<file path="config.mk">
export PLATFORM = sky130hd
export DESIGN_NAME = encoder_istruzioni_flat
export DESIGN_NICKNAME = d
export VERILOG_FILES = /design/src/rtl/encoder_istruzioni_if.sv /design/src/rtl/encoder_istruzioni.sv /design/src/flat_wrapper.sv
export SDC_FILE = /design/constraint.sdc
export NUM_CORES = 1
export LEC_CHECK = 0
export ABC_AREA = 1
export BUFFER_PORTS_ARGS = -buffer_cell sky130_fd_sc_hd__clkbuf_2
export CAP_MARGIN = 20
export CORE_MARGIN = 2
export CORE_UTILIZATION = 47
export DETAILED_ROUTE_END_ITERATION = 12
export PLACE_DENSITY = 0.8
export SETUP_SLACK_MARGIN = 0.5
export SYNTH_ARGS = -nofsm -noshare
export SYNTH_HDL_FRONTEND = slang
export SYNTH_SLANG_ARGS = --single-unit
</file>
<file path="constraint.sdc">
create_clock -name clk -period 1.6 [get_ports clk]
set_input_delay 0.32 -clock clk [delete_from_list [all_inputs] [get_ports clk]]
set_output_delay 0.32 -clock clk [all_outputs]
set_load 0.02 [all_outputs]
</file>
<file path="src/rtl/encoder_istruzioni_if.sv">
// Field/handshake bundle between an instruction producer and the encoder,
// plus the instruction-memory write port and status the encoder drives back.
interface encoder_istruzioni_if #(
  parameter int ADDR_W = 6
);
  logic              in_valid;
  logic              in_ready;
  logic [1:0]        kind;
  logic [3:0]        cond;
  logic [3:0]        cmd;
  logic              imm;
  logic              setf;
  logic [3:0]        rn;
  logic [3:0]        rd;
  logic [11:0]       src2;
  logic [23:0]       offset;
  logic              mem_we;
  logic [ADDR_W-1:0] mem_addr;
  logic [31:0]       mem_wdata;
  logic [ADDR_W:0]   count;
  logic              full;
  logic              err;

  modport master (
    output in_valid, kind, cond, cmd, imm, setf, rn, rd, src2, offset,
    input  in_ready, mem_we, mem_addr, mem_wdata, count, full, err
  );

  modport slave (
    input  in_valid, kind, cond, cmd, imm, setf, rn, rd, src2, offset,
    output in_ready, mem_we, mem_addr, mem_wdata, count, full, err
  );
endinterface

</file>
<file path="src/rtl/encoder_istruzioni.sv">
// Packs instruction fields into 32-bit words and writes them sequentially
// into an instruction memory until it is full; illegal classes pulse err.
module encoder_istruzioni #(
  parameter int ADDR_W = 6
) (
  input logic                clk,
  input logic                reset_n,
  input logic                clear,
  encoder_istruzioni_if.slave bus
);

  typedef enum logic {LOAD, FULL} state_t;

  localparam logic [ADDR_W:0] LAST = (ADDR_W+1)'((1 << ADDR_W) - 1);

  state_t            state_q, state_d;
  logic [ADDR_W-1:0] wptr;
  logic [ADDR_W:0]   count_q;
  logic              mem_we_q;
  logic [ADDR_W-1:0] mem_addr_q;
  logic [31:0]       mem_wdata_q;
  logic              err_q;
  logic              in_ready;
  logic              handshake;
  logic              legal;
  logic [31:0]       word;

  assign in_ready  = (state_q == LOAD) && !clear && reset_n;
  assign handshake = bus.in_valid && in_ready;
  assign legal     = (bus.kind != 2'b11);

  always_comb begin
    word = 32'h0;
    case (bus.kind)
      2'b00:   word = {bus.cond, 2'b00, bus.imm, bus.cmd, bus.setf,
                       bus.rn, bus.rd, bus.src2};
      2'b01:   word = {bus.cond, 2'b01, bus.imm, 1'b1, 1'b1, 1'b0, 1'b0,
                       bus.setf, bus.rn, bus.rd, bus.src2};
      2'b10:   word = {bus.cond, 3'b101, 1'b0, bus.offset};
      default: word = 32'h0;
    endcase
  end

  // FULL is entered on the write that brings count to the memory depth
  always_comb begin
    state_d = state_q;
    if (clear) begin
      state_d = LOAD;
    end else if (state_q == LOAD && handshake && legal && count_q == LAST) begin
      state_d = FULL;
    end
  end

  always_ff @(posedge clk) begin
    if (!reset_n) begin
      state_q <= LOAD;
    end else begin
      state_q <= state_d;
    end
  end

  // Clear keeps the last address/word visible; only reset zeroes them
  always_ff @(posedge clk) begin
    if (!reset_n) begin
      wptr        <= '0;
      count_q     <= '0;
      mem_we_q    <= 1'b0;
      mem_addr_q  <= '0;
      mem_wdata_q <= 32'h0;
      err_q       <= 1'b0;
    end else if (clear) begin
      wptr     <= '0;
      count_q  <= '0;
      mem_we_q <= 1'b0;
      err_q    <= 1'b0;
    end else begin
      mem_we_q <= 1'b0;
      err_q    <= 1'b0;
      if (handshake) begin
        if (legal) begin
          mem_we_q    <= 1'b1;
          mem_addr_q  <= wptr;
          mem_wdata_q <= word;
          wptr        <= wptr + ADDR_W'(1);
          count_q     <= count_q + (ADDR_W+1)'(1);
        end else begin
          err_q <= 1'b1;
        end
      end
    end
  end

  assign bus.in_ready  = in_ready;
  assign bus.mem_we    = mem_we_q;
  assign bus.mem_addr  = mem_addr_q;
  assign bus.mem_wdata = mem_wdata_q;
  assign bus.count     = count_q;
  assign bus.full      = (state_q == FULL);
  assign bus.err       = err_q;

endmodule

</file>
<file path="src/flat_wrapper.sv">
// flat-port wrapper written by rule: the top's interface ports become plain ports
module encoder_istruzioni_flat 
#(
  parameter int ADDR_W = 6
)
  (clk, reset_n, clear, bus_in_valid, bus_kind, bus_cond, bus_cmd, bus_imm, bus_setf, bus_rn, bus_rd, bus_src2, bus_offset, bus_in_ready, bus_mem_we, bus_mem_addr, bus_mem_wdata, bus_count, bus_full, bus_err);
  encoder_istruzioni_if #(.ADDR_W(ADDR_W)) bus_i ();
  input logic clk;
  input logic reset_n;
  input logic clear;
  input wire logic [$bits(bus_i.in_valid)-1:0] bus_in_valid;
  input wire logic [$bits(bus_i.kind)-1:0] bus_kind;
  input wire logic [$bits(bus_i.cond)-1:0] bus_cond;
  input wire logic [$bits(bus_i.cmd)-1:0] bus_cmd;
  input wire logic [$bits(bus_i.imm)-1:0] bus_imm;
  input wire logic [$bits(bus_i.setf)-1:0] bus_setf;
  input wire logic [$bits(bus_i.rn)-1:0] bus_rn;
  input wire logic [$bits(bus_i.rd)-1:0] bus_rd;
  input wire logic [$bits(bus_i.src2)-1:0] bus_src2;
  input wire logic [$bits(bus_i.offset)-1:0] bus_offset;
  output wire logic [$bits(bus_i.in_ready)-1:0] bus_in_ready;
  output wire logic [$bits(bus_i.mem_we)-1:0] bus_mem_we;
  output wire logic [$bits(bus_i.mem_addr)-1:0] bus_mem_addr;
  output wire logic [$bits(bus_i.mem_wdata)-1:0] bus_mem_wdata;
  output wire logic [$bits(bus_i.count)-1:0] bus_count;
  output wire logic [$bits(bus_i.full)-1:0] bus_full;
  output wire logic [$bits(bus_i.err)-1:0] bus_err;
  assign bus_i.in_valid = bus_in_valid;
  assign bus_i.kind = bus_kind;
  assign bus_i.cond = bus_cond;
  assign bus_i.cmd = bus_cmd;
  assign bus_i.imm = bus_imm;
  assign bus_i.setf = bus_setf;
  assign bus_i.rn = bus_rn;
  assign bus_i.rd = bus_rd;
  assign bus_i.src2 = bus_src2;
  assign bus_i.offset = bus_offset;
  assign bus_in_ready = bus_i.in_ready;
  assign bus_mem_we = bus_i.mem_we;
  assign bus_mem_addr = bus_i.mem_addr;
  assign bus_mem_wdata = bus_i.mem_wdata;
  assign bus_count = bus_i.count;
  assign bus_full = bus_i.full;
  assign bus_err = bus_i.err;
  encoder_istruzioni #(.ADDR_W(ADDR_W)) u_core (.clk(clk), .reset_n(reset_n), .clear(clear), .bus(bus_i));
endmodule
</file>
==> impl_metrics.py <==
metrics = {
    "setup_path": {
        "max_stage_delay_ps": 380,
        "worstSetupPathType": "flip-flop to flip-flop",
        "crit_path_max_fanout": 10,
        "path_common_cell": "nor2_4",
        "arrival_ps": 1590,
        "endpoint_kind": "flip-flop",
        "start_kind": "flip-flop",
        "critPathSlowestCell": "dfxtp_4",
        "crit_required_ps": 1840,
        "crit_chain": "nor2_4 -> nand3_4 -> nor2_4 -> buf_4 -> clkbuf_16 -> a21oi_1 -> nor2_1",
    },
    "timing": {
        "worst_pin_slew_ps": 284.6,
        "rsz0062_at_grt": "yes",
        "fin_crit_sh_pct": 84.74,
        "layout_setup_ws_ps": 244.2,
        "setup_violations": 0,
        "max_freq_mhz": 737.6,
        "clock_skew_ps": 6.875,
        "maxSlewHeadroom_pct": 81.03,
        "drv_slew": 0,
        "finalHoldViolCount": 0,
        "finalSetupTns_ps": 0,
        "period_minus_slack_ps": 1356,
    },
    "run_status": {
        "status": "finished, final reports clean",
    },
    "global_routing": {
        "grt_overflow": 0,
        "grt_pass1_vias": 2719,
        "grt_max_degree": 45,
        "track_usage_pct": 27.40,
        "antenna_found_initial": 0,
        "grt_first_pass_wirelength_um": 13010,
    },
    "floorplan": {
        "row_count": 26,
        "die_area_um2": 5857,
        "start_util_pct": 48.41,
        "io_pins": 109,
        "die_h_um": 76.53,
        "core_um2": 5107,
        "die_x_um": 76.53,
    },
    "cts": {
        "insertion_delay_ps": 320,
        "cts_max_level": 2,
        "path_clk_slew_ps": 100,
        "clock-sinks": 54,
        "tritoncts": "done",
        "root_buffer": "clkbuf_8",
        "numCtsBuffers": 5,
        "max-clock-path-buffers": 2,
    },
    "yosys": {
        "synth_xor_xnor_area_share_pct": 1.417,
        "synth_area_per_cell_um2": 7.004,
        "ys_seq_area_share_pct": 43.72,
        "synth_largest_area_cell": "dfxtp_1",
        "synth_top_area_share_pct": 43.72,
        "synth_area_um2": 2472,
        "ys_top_cells_by_area": "dfxtp_1 44%, nand2_1 12%, nor2_1 12%",
        "synth_seq_cells": 54,
        "syn_inst": 353,
        "synthAdderAreaFrac_pct": 1.012,
        "syn_nets": 415,
        "ys_warn_count": 0,
        "synth-simple-area-share_pct": 33.05,
        "synth_mux_area_share_pct": 0,
        "ys_types": 24,
        "synth_top_family_by_area": "simple AND/OR/NAND/NOR gates",
        "synth_compound_area_share_pct": 12.75,
    },
    "route": {
        "vias": 2952,
        "first_pass_iters": 5,
        "avgViaCountPerCell": 5.387,
        "wirelength_um": 8798,
        "wire_per_inst_um": 16.05,
        "dr.first_iter.drc_count": 209,
        "ant_nets": 0,
        "drc": 0,
    },
    "finish": {
        "final_common_cell": "nand2_1",
        "syn_to_final_growth_pct": 64.78,
        "diodes": 0,
        "final_nets": 539,
        "final_cell_mix": "77 x nand2_1, 72 x nor2_1, 58 x clkbuf_2",
        "num-fill-cells": 313,
        "drive_gt1_share_pct": 47.91,
    },
    "placed_design": {
        "port_buffers": 108,
        "place.gp.congestion": 0.8336,
        "dp_slack_ps": 8.267,
        "hpwl_um": 4541,
    },
    "run": {
        "maxCapViolCount": 0,
    },
    "power": {
        "p_leak_nw": 1.928,
        "max-vdd-ir-drop_mv": 0.3879,
        "powerDensity_nw_per_um2": 710.7,
    },
    "hold_path": {
        "worstHoldPathType": "input pin to flip-flop",
    },
}
[logic make-up (layout without fill, tap and decap cells)]
logic type	after synthesis	after routing
AOI/OAI and AO/OA	58	58
adders and majority gates	2	2
DFF	54	54
and+or+nand+nor	200	200
buffers and inverters	35	160
xor gates and xnor gates	4	4
[stage by stage]
| step | power (mW) | hold WS (ps) | cell area [µm²] | util (%) | instances |
|---|---|---|---|---|---|
| global placement | 1.825 | 450.2 | 3074 | 60.19 | 518 |
| finish | 2.895 | 228.7 | 4074 | 79.76 | 548 |
| floorplan | 1.683 | 454.9 | 2535 | - | 353 |
| global route | 3.006 | 261.2 | 4074 | 79.76 | 548 |
| CTS | 2.813 | 234.3 | 3874 | 75.85 | 544 |
| detailed placement | 1.831 | 453.0 | 3074 | 60.19 | 518 |
[worst max-delay path: cells and delay by family, from the launching register on]
kind                   cells  cell delay, ps
and+or+nand+nor            4             500
DFF                        1             380
AOI/OAI and AO/OA          1              70
buffers and inverters      2             330
[state kept, by name, indices dropped and copies added, names as in the netlist]
signal	flops
u_core.bus.count	7
u_core.bus.err	1
u_core.bus.full	1
u_core.bus.mem_addr	6
u_core.bus.mem_wdata	32
u_core.bus.mem_we	1
u_core.wptr	6
[where the power goes]
| part | switching [mW] | internal [mW] |
|---|---|---|
| clock | 0.454 | 0.461 |
| sequential | 0.0429 | 1.39 |
| combinational | 0.276 | 0.275 |
[per-layer routing]
metal	GRT usage (%)	wire, µm	vias to the layer above
met3	4.858	637	39
li1	-	-	1378
met4	12.00	361	0
met5	0	0	-
met1	31.27	3282	1385
met2	49.82	4517	150
[synth_stat cells]
master	number
o211ai_1	1
clkbuf_1	7
nand2_1	82
o21ai_0	33
o21ai_1	6
nand3_2	1
inv_2	2
nand2_2	2
nor2_4	1
buf_8	2
nor3_1	1
dfxtp_1	54
buf_4	1
buf_2	9
xnor2_1	4
inv_1	9
nand3_1	35
ha_1	2
clkinv_1	1
nor2_1	77
a21oi_2	6
buf_6	4
a21oi_1	12
nor2_2	1
[area by class of cell]
type,instances,area (µm²),area share [%]
clock buffer,5,68.82,1.689
clock inverter,3,40.04,0.9828
inverter,12,57.56,1.413
multi-input combinational,264,1284,31.51
sequential,54,1161,28.50
tap,70,87.58,2.150
timing repair buffer,140,1375,33.75
[final timing paths]
check / start / end / slack, ps / depth (start not counted)
min: bus_cond[0] / u_core.bus.mem_wdata[28] / 230 / 3
max reg2reg: u_core.bus.full / u_core.bus.count[2] / 240 / 7
min reg2reg: u_core.wptr[5] / u_core.bus.mem_addr[5] / 510 / 2
max: u_core.bus.full / u_core.bus.count[2] / 240 / 7
[what timing repair did]
action / CTS / global route
cloned: 2 / 2
setup endpoints to repair: 100 / 102
pin swaps: 5 / 10
gates resized for setup: 153 / 77
hold buffers: 0 / 0
setup buffers: 16 / 2
No activity file was read; power rests on OpenSTA's default activity.
